File: src/rtl/seg7_pkg.sv
// seg7_pkg: shared scan states and segment patterns for the 7-segment scan driver.
package seg7_pkg;

    typedef enum logic [1:0] {BLANK0, DIG0, BLANK1, DIG1} state_e;

    localparam logic [6:0] SEG_OFF = 7'h00;

    // Bit order {g,f,e,d,c,b,a}; 'b' and 'd' are lower-case glyphs.
    localparam logic [6:0] SEG_HEX [16] = '{
        7'h3F, 7'h06, 7'h5B, 7'h4F, 7'h66, 7'h6D, 7'h7D, 7'h07,
        7'h7F, 7'h6F, 7'h77, 7'h7C, 7'h39, 7'h5E, 7'h79, 7'h71
    };

endpackage

File: src/rtl/seg7_scan_driver_if.sv
// seg7_scan_driver_if: count bus from the counter stage (value, load strobe, hold).
interface seg7_scan_driver_if;

    logic [7:0] value;
    logic       load;
    logic       hold;

    modport master (output value, load, hold);
    modport slave  (input  value, load, hold);

endinterface

File: src/rtl/seg7_scan_driver_hex_to_seg7.sv
// hex_to_seg7: combinational nibble to 7-segment pattern lookup.
module hex_to_seg7
    import seg7_pkg::*;
(
    input  logic [3:0] nib_i,
    output logic [6:0] seg_o
);

    assign seg_o = SEG_HEX[nib_i];

endmodule

File: src/rtl/seg7_scan_driver.sv
// seg7_scan_driver: two-digit multiplexed hex display with tear-free frame-boundary updates.
// Define SEG7_LZB_EN to blank the high digit when its nibble is zero.
module seg7_scan_driver
    import seg7_pkg::*;
#(
    parameter int REFRESH_DIV    = 1024,
    parameter int BLANK_CYCLES   = 4,
    parameter bit ACTIVE_LOW_SEG = 1'b0
) (
    input  logic                clk,
    input  logic                rst_n,
    seg7_scan_driver_if.slave   cnt_i,
    output logic [6:0]          seg_o,
    output logic                dp_o,
    output logic [1:0]          dig_o,
    output logic                frame_o
);

    localparam int MAXC = (REFRESH_DIV > BLANK_CYCLES) ? REFRESH_DIV : BLANK_CYCLES;
    localparam int PW   = $clog2(MAXC);
    localparam logic [PW-1:0] DIG_LAST   = PW'(REFRESH_DIV - 1);
    localparam logic [PW-1:0] BLANK_LAST = PW'(BLANK_CYCLES - 1);

    state_e        state_q, state_d;
    logic [PW-1:0] cnt_q, cnt_d;
    logic [7:0]    disp_q, disp_d, pend_q, pend_d;
    logic          pend_v_q, pend_v_d;
    logic [6:0]    seg_q, seg_d, hex;
    logic          dp_q, dp_d, frame_q, frame_d;
    logic [1:0]    dig_q, dig_d;
    logic          done, xfer, hi_blank;

    hex_to_seg7 u_hex (
        .nib_i (state_q == DIG1 ? disp_q[7:4] : disp_q[3:0]),
        .seg_o (hex)
    );

`ifdef SEG7_LZB_EN
    assign hi_blank = (disp_q[7:4] == 4'h0);
`else
    assign hi_blank = 1'b0;
`endif

    always_comb begin
        done     = cnt_q == ((state_q == DIG0 || state_q == DIG1) ? DIG_LAST : BLANK_LAST);
        state_d  = done ? state_e'(state_q + 2'd1) : state_q;
        cnt_d    = done ? '0 : cnt_q + 1'b1;
        frame_d  = (state_q == DIG1) && done;
        xfer     = frame_d && pend_v_q && !cnt_i.hold;
        disp_d   = xfer ? pend_q : disp_q;
        pend_d   = cnt_i.load ? cnt_i.value : pend_q;
        pend_v_d = cnt_i.load || (pend_v_q && !xfer);
        seg_d    = (state_q == DIG0 || (state_q == DIG1 && !hi_blank)) ? hex : SEG_OFF;
        dig_d    = {state_q == DIG1, state_q == DIG0};
        dp_d     = (state_q == DIG0) && cnt_i.hold;
    end

    // Polarity is folded into the output flops so reset shows everything dark.
    always_ff @(posedge clk or negedge rst_n) begin
        if (!rst_n) begin
            state_q  <= BLANK0;
            cnt_q    <= '0;
            disp_q   <= '0;
            pend_q   <= '0;
            pend_v_q <= 1'b0;
            seg_q    <= {7{ACTIVE_LOW_SEG}};
            dp_q     <= ACTIVE_LOW_SEG;
            dig_q    <= {2{ACTIVE_LOW_SEG}};
            frame_q  <= 1'b0;
        end else begin
            state_q  <= state_d;
            cnt_q    <= cnt_d;
            disp_q   <= disp_d;
            pend_q   <= pend_d;
            pend_v_q <= pend_v_d;
            seg_q    <= seg_d ^ {7{ACTIVE_LOW_SEG}};
            dp_q     <= dp_d ^ ACTIVE_LOW_SEG;
            dig_q    <= dig_d ^ {2{ACTIVE_LOW_SEG}};
            frame_q  <= frame_d;
        end
    end

    assign seg_o   = seg_q;
    assign dp_o    = dp_q;
    assign dig_o   = dig_q;
    assign frame_o = frame_q;

endmodule

File: src/flat_wrapper.sv
// flat-port wrapper written by rule: the top's interface ports become plain ports
module seg7_scan_driver_flat import seg7_pkg::*;
#(
    parameter int REFRESH_DIV    = 1024,
    parameter int BLANK_CYCLES   = 4,
    parameter bit ACTIVE_LOW_SEG = 1'b0
)
  (clk, rst_n, seg_o, dp_o, dig_o, frame_o, cnt_i_value, cnt_i_load, cnt_i_hold);
  seg7_scan_driver_if cnt_i_i ();
  input  logic clk;
  input  logic rst_n;
  output logic [6:0] seg_o;
  output logic dp_o;
  output logic [1:0] dig_o;
  output logic frame_o;
  input wire logic [$bits(cnt_i_i.value)-1:0] cnt_i_value;
  input wire logic [$bits(cnt_i_i.load)-1:0] cnt_i_load;
  input wire logic [$bits(cnt_i_i.hold)-1:0] cnt_i_hold;
  assign cnt_i_i.value = cnt_i_value;
  assign cnt_i_i.load = cnt_i_load;
  assign cnt_i_i.hold = cnt_i_hold;
  seg7_scan_driver #(.REFRESH_DIV(REFRESH_DIV), .BLANK_CYCLES(BLANK_CYCLES), .ACTIVE_LOW_SEG(ACTIVE_LOW_SEG)) u_core (.clk(clk), .rst_n(rst_n), .cnt_i(cnt_i_i), .seg_o(seg_o), .dp_o(dp_o), .dig_o(dig_o), .frame_o(frame_o));
endmodule
File: config.mk
export PLATFORM = sky130hd
export DESIGN_NAME = seg7_scan_driver_flat
export DESIGN_NICKNAME = d
export VERILOG_FILES = /design/src/rtl/seg7_pkg.sv /design/src/rtl/seg7_scan_driver_if.sv /design/src/rtl/seg7_scan_driver_hex_to_seg7.sv /design/src/rtl/seg7_scan_driver.sv /design/src/flat_wrapper.sv
export SDC_FILE = /design/constraint.sdc
export NUM_CORES = 1
export LEC_CHECK = 0
export ABC_AREA = 1
export BUFFER_PORTS_ARGS = -buffer_cell sky130_fd_sc_hd__buf_2
export CORE_MARGIN = 1.5
export CORE_UTILIZATION = 47
export DETAILED_ROUTE_END_ITERATION = 12
export PLACE_DENSITY = 0.7
export SETUP_SLACK_MARGIN = 0.5
export SLEW_MARGIN = 25
export SYNTH_ARGS = -nofsm -noshare
export SYNTH_HDL_FRONTEND = slang
export SYNTH_HIERARCHICAL = 1
export SYNTH_SLANG_ARGS = --single-unit
File: constraint.sdc
create_clock -name clk -period 4.7 [get_ports clk]
set_input_delay 0.705 -clock clk [delete_from_list [all_inputs] [get_ports clk]]
set_output_delay 0.705 -clock clk [all_outputs]
set_load 0.02 [all_outputs]
==> Yosys cells after proc, flatten, opt, wreduce, memory -nomap -nowiden <==
Memories as Yosys holds them, arrays and structs flattened.
Index checks and enable logic that the tools add are counted.
{ "op_classes": {"add_sub_neg": 2, "mul": 0, "n_div": 0, "magnitude_cmp": 1, "n_eq_ne": 3, "shift": 0, "n_mux": 6, "bitwise_logic": 1, "reduce_logical": 9} }
{ "op_table": {"columns": ["operator", "count"], "rows": [
  ["$mux W7", 3],
  ["$mux W10", 2],
  ["$add A10 B1 Y10 const B", 1],
  ["$eq A10 B10 Y1", 1],
  ["$ge A5 B5 Y1 const B", 1],
  ["$logic_and A1 B1 Y1", 5],
  ["$not A4 Y5", 1],
  ["$mux W4", 1],
  ["$add A2 B1 Y2 const B", 1],
  ["$eq A2 B1 Y1 const B", 1],
  ["$eq A2 B2 Y1 const B", 1],
  ["$logic_not A1 Y1", 2],
  ["$logic_or A1 B1 Y1", 2]
]} }
{ "word_totals": {"register_bits": 40, "latch_bits": 0, "ram_bits": 0, "romBits": 112, "elab_cells": 32, "mem_count": 1} }
{ "mem_list": {"columns": ["name", "words", "word_bits", "rd", "rd_ports_with_merged_regs", "write_ports", "line_no", "source"], "rows": [
  ["(name not given)", 16, 7, 1, 0, 0, "seg7_scan_driver_hex_to_seg7.sv:9", "assign seg_o = SEG_HEX[nib_i];"]
]} }

==> Depth between registers and ports, before layout <==
{ "logic_depth": {"ltp_word": 10, "depth_mapped": 14, "depth_no_buf": 13} }

==> Modules after synthesis <==
The synthesis kept the hierarchy.
{ "by_module_without_submodules": {"columns": ["module", "n_inst", "cells_per_inst", "area_each_um2", "seq_area_each_um2"], "rows": [
  ["seg7_scan_driver", 1, 201, 1773.0, 1001.0],
  ["hex_to_seg7", 1, 52, 270.3, 0.0]
]} }

==> Worst setup path before layout <==
No wires, ideal clock.
{ "synth_path": {"kind": "reg-to-reg", "start": "register u_core.state_q[0]", "end": "register u_core.seg_q[3], in the netlist u_core/seg_o[3]", "setup_time_ns": 0.119, "arrival_time_ns": 1.911, "path_slack_ns": 2.671, "path_stages_with_launch": 14, "n_path_buf": 2, "cell_sequence": "dfrtp_1 > ha_1 > buf_6 > clkbuf_1 > nand2_1 > nand2_1 > inv_1 > ha_1 > nand2_1 > o21ai_0 > nand2_1 > nand2_1 > inv_1 > nor2_1"} }
{ "synth_via": {"elab_chain_cells": 7, "word_cells_on_any_way": 9} }
{ "synth_rtl": {"columns": ["item", "line_no", "source"], "rows": [
  ["start: declaration", "seg7_scan_driver.sv:24", "state_e state_q, state_d;"],
  ["start signal: assignment", "seg7_scan_driver.sv:71", "state_q <= state_d;"],
  ["$eq A2 B2 Y1", null, null],
  ["named net u_core.dig_d[1]", "seg7_scan_driver.sv:30", "logic [1:0] dig_q, dig_d;"],
  ["$mux W4", "seg7_scan_driver.sv:34", ".nib_i (state_q == DIG1 ? disp_q[7:4] : disp_q[3:0]),"],
  ["$not A4 Y5 (implied by the code)", "seg7_scan_driver_hex_to_seg7.sv:9", null],
  ["$mem_v2 Z16 W7", null, null],
  ["$mux W7 (implied by the code) (2 in series)", "seg7_scan_driver_hex_to_seg7.sv:9", null],
  ["named net u_core.hex[3]", "seg7_scan_driver.sv:28", "logic [6:0] seg_q, seg_d, hex;"],
  ["$mux W7", "seg7_scan_driver.sv:53", "seg_d = (state_q == DIG0 || (state_q == DIG1 && !hi_blank)) ? hex : SEG_OFF;"],
  ["named net u_core.seg_d[3]", "seg7_scan_driver.sv:28", null],
  ["end signal: assignment", "seg7_scan_driver.sv:66", "seg_q <= {7{ACTIVE_LOW_SEG}};"],
  ["end signal: assignment", "seg7_scan_driver.sv:76", "seg_q <= seg_d ^ {7{ACTIVE_LOW_SEG}};"],
  ["end: declaration", "seg7_scan_driver.sv:28", null]
]} }
The timed path passes the listed nets, and every way through them passes these cells. The select of a mux whose other input is x is not followed.
A chain may end at the register's enable or synchronous reset.

==> Final worst setup path <==
{ "layout_path": {"start": "register u_core.state_q[0]", "end": "register u_core.disp_q[6]"} }
{ "layout_via": {"elab_chain_cells": 7, "word_cells_on_any_way": 8} }
{ "layout_rtl": {"columns": ["item", "line_no", "source"], "rows": [
  ["$eq A2 B2 Y1 (*)", null, null],
  ["named net u_core.dig_d[1]", "seg7_scan_driver.sv:30", null],
  ["$logic_or A1 B1 Y1", "seg7_scan_driver.sv:45", "done = cnt_q == ((state_q == DIG0 || state_q == DIG1) ? DIG_LAST : BLANK_LAST);"],
  ["$mux W10", "seg7_scan_driver.sv:45", null],
  ["$eq A10 B10 Y1", "seg7_scan_driver.sv:45", null],
  ["$logic_and A1 B1 Y1 (*)", "seg7_scan_driver.sv:48", "frame_d = (state_q == DIG1) && done;"],
  ["$logic_and A1 B1 Y1 (*) (2 in series)", "seg7_scan_driver.sv:49", "xfer = frame_d && pend_v_q && !cnt_i.hold;"],
  ["end signal: assignment", "seg7_scan_driver.sv:73", "disp_q <= disp_d;"],
  ["end: declaration", "seg7_scan_driver.sv:26", "logic [7:0] disp_q, disp_d, pend_q, pend_d;"]
]} }
The timed path passes the listed nets; every way through them passes the cells marked *.

==> results.py <==
metrics = {
    "synthesis": {
        "synth_seq_cells": 40,
        "syn-num-nets": 275,
        "synth_top_area_share_pct": 48.99,
        "ys_types": 26,
        "yosysWarnings": 6,
        "syn_area_mm2": 0.002043,
        "yosysTopAreaCell": "dfrtp_1",
        "avgSynthCellArea_um2": 8.076,
        "synthCells": 253,
        "synth.area.top_cells": "dfrtp_1, nand2_1, ha_1, inv_1, nor2_1",
        "ys_seq_area_share_pct": 48.99,
    },
    "detailed_routing": {
        "vias": 1536,
        "ant_nets": 0,
        "drt_pass1_iterations": 5,
        "post-route-drc-count": 0,
        "wl_per_cell_um": 10.06,
        "drt_iter0_drc": 113,
        "wl_mm": 3.289,
        "routed_via_density": 4.697,
    },
    "timing": {
        "setup_viol": 0,
        "maxSlewHeadroom_pct": 43.34,
        "fmax_ghz": 0.4222,
        "rsz0062_at_grt": "false",
        "tightest_slew_ps": 849.9,
        "hold_ws_ps": 477.1,
        "finalMaxSlewViolations": 0,
        "finalCritPeriodShare_pct": 50.40,
        "timing.final.hold_violations": 0,
        "finalSetupTns_ps": 0,
        "skew_ps": 4.660,
        "post-route-min-period_ps": 2369,
    },
    "global_routing": {
        "grt_max_degree": 41,
        "antenna_found_initial": 0,
        "grt_use_total_pct": 17.10,
        "grt_pass1_vias": 1386,
        "grt_overflow": 0,
        "grt_pass1_wl_mm": 6.051,
    },
    "floorplan": {
        "start_util_pct": 50.00,
        "die_width_um": 68.94,
        "rows": 23,
        "fp.dieH_um": 68.94,
        "core_mm2": 0.004086,
        "io_pins": 23,
        "die_area_mm2": 0.004752,
    },
    "status": {
        "status": "complete, no violations",
    },
    "clocking": {
        "clockBufferDepth": 2,
        "cts_sinks": 40,
        "clockRootBuffer": "clkbuf_8",
        "numCtsBuffers": 5,
        "htree_levels": 2,
        "postCtsSetupRepairBufs": 0,
        "holdBufCountCts": 0,
        "clkLatencyLatePin_ps": 290,
        "clk_pin_slew_ps": 80,
        "cts_tree": "built",
        "ctsResizeCount": 0,
    },
    "placed_design": {
        "placed_cells": 319,
        "gp_congestion": 0.8965,
        "place.port_buffers": 22,
        "hpwlAfterDp_mm": 2.402,
    },
    "worst_setup_path": {
        "start_kind": "register",
        "rr_startpoint": "u_core/state_q[0]",
        "reg2reg_setup_slack_ps": 2330,
        "reg2regPathDepth": 10,
        "path_class": "register to register",
        "cp_data_required_time_ps": 4880,
        "critPathArrivalTime_ps": 2550,
        "endpoint_kind": "register",
        "rr_endpoint": "u_core/disp_q[6]",
        "cp_max_fo": 16,
    },
    "final_layout": {
        "layout_common_cells": "nand2_1, dfrtp_1, inv_1",
        "area_growth_pct": 11.51,
        "num-nets-final": 298,
        "layout.cells.most_common": "nand2_1",
        "n_antenna_cell": 0,
        "layout.cells.non_filler": 327,
        "drive_gt1_share_pct": 17.33,
    },
    "min_path": {
        "holdPathEnd": "u_core/disp_q[0]",
        "hp-class": "register to register",
        "min_path_cells": 2,
        "hold_start": "u_core/disp_q[0]",
    },
    "power_and_ir_drop": {
        "leakagePower_uw": 0.001232,
        "power_per_cell_area_mw_per_mm2": 284.7,
        "peakVddDrop_v": 0.0001384,
    },
    "job": {
        "cap_violations": 0,
    },
}
[power breakdown]
group          switching, µW  internal (µW)
clock network            117            157
registers               3.66            350
logic                   14.4           6.52
[cell families after synthesis]
group | Yosys count | synth area share, %
AND/OR/NAND/NOR | 148 | 31.48
buffers and inverters | 45 | 9.553
flip-flops | 40 | 48.99
adder cells (fa/ha/maj) | 10 | 6.124
AO/OA/AOI/OAI | 6 | 1.776
XOR/XNOR | 4 | 2.083
[through the flow]
stage	utilization, %	total power [µW]	setup slack [ps]	cell area (µm²)
final	55.76	648.7	2331	2278
after global routing	55.76	678.7	1991	2278
after CTS	55.76	660.7	2327	2278
after detailed placement	53.03	382.7	2346	2167
after global placement	53.03	382.0	2427	2167
after floorplan	-	368.5	2671	2043
[cells in the mapped netlist]
library cell   n
a21oi_1        1
buf_4          1
buf_6          3
clkbuf_1       2
clkinv_1       2
dfrtp_1       40
ha_1          10
inv_1         25
inv_2         12
nand2_1       99
nand2_2        1
nand3_1       13
nand3_2        1
nand3b_1       3
nand4_1        9
nor2_1        18
nor2_4         1
nor2_8         1
o21ai_0        2
o21ai_1        1
o21ai_2        1
o21bai_1       1
or2_0          1
or2_1          1
xor2_1         3
xor2_2         1
[state kept, by name (all words and copies together) (netlist names)]
name,flops
u_core/cnt_q,10
u_core/dig_o,2
u_core/disp_q,8
u_core/dp_o,1
u_core/frame_o,1
u_core/pend_q,8
u_core/pend_v_q,1
u_core/seg_o,7
u_core/state_q,2
[per-layer routing]
metal / share of wire (%) / up-vias / track usage, %
met5: 0 / - / 0
met4: 1.9 / 0 / 6.618
met3: 4.9 / 7 / 4.383
met2: 44 / 44 / 26.80
met1: 49 / 673 / 22.64
li1: - / 812 / -
[how the worst max path moves through the flow]
stage / from / end / slack, ps / cells past startpoint
after floorplan: u_core/state_q[0] / u_core/seg_o[3] / 2670 / 13
after global placement: u_core/state_q[0] / u_core/seg_o[3] / 2430 / 12
after detailed placement: u_core/state_q[0] / u_core/seg_o[3] / 2350 / 12
after CTS: u_core/state_q[0] / u_core/seg_o[3] / 2330 / 12
after global routing: u_core/state_q[0] / u_core/pend_v_q / 1990 / 10
final: u_core/state_q[0] / u_core/disp_q[6] / 2330 / 10
[layout make-up]
cell class	count	area, µm²
Fill cell	392	1808
Sequential cell	40	1001
Multi-Input combinational cell	168	847.1
Inverter	39	146.4
Timing Repair Buffer	22	110.1
Clock buffer	5	68.82
Tap cell	50	62.56
Clock inverter	3	42.54
[critical path: stages, from the launching register on]
cell and delay, ps:
dfrtp_1 470, ha_1 650, inv_2 150, nand2_1 100, nand3_1 60, nand2_1 50
nand2_1 70, nor2_4 260, nand3_2 240, nand2_1 140, nand2_1 60
(Power assumes the default switching activity.)
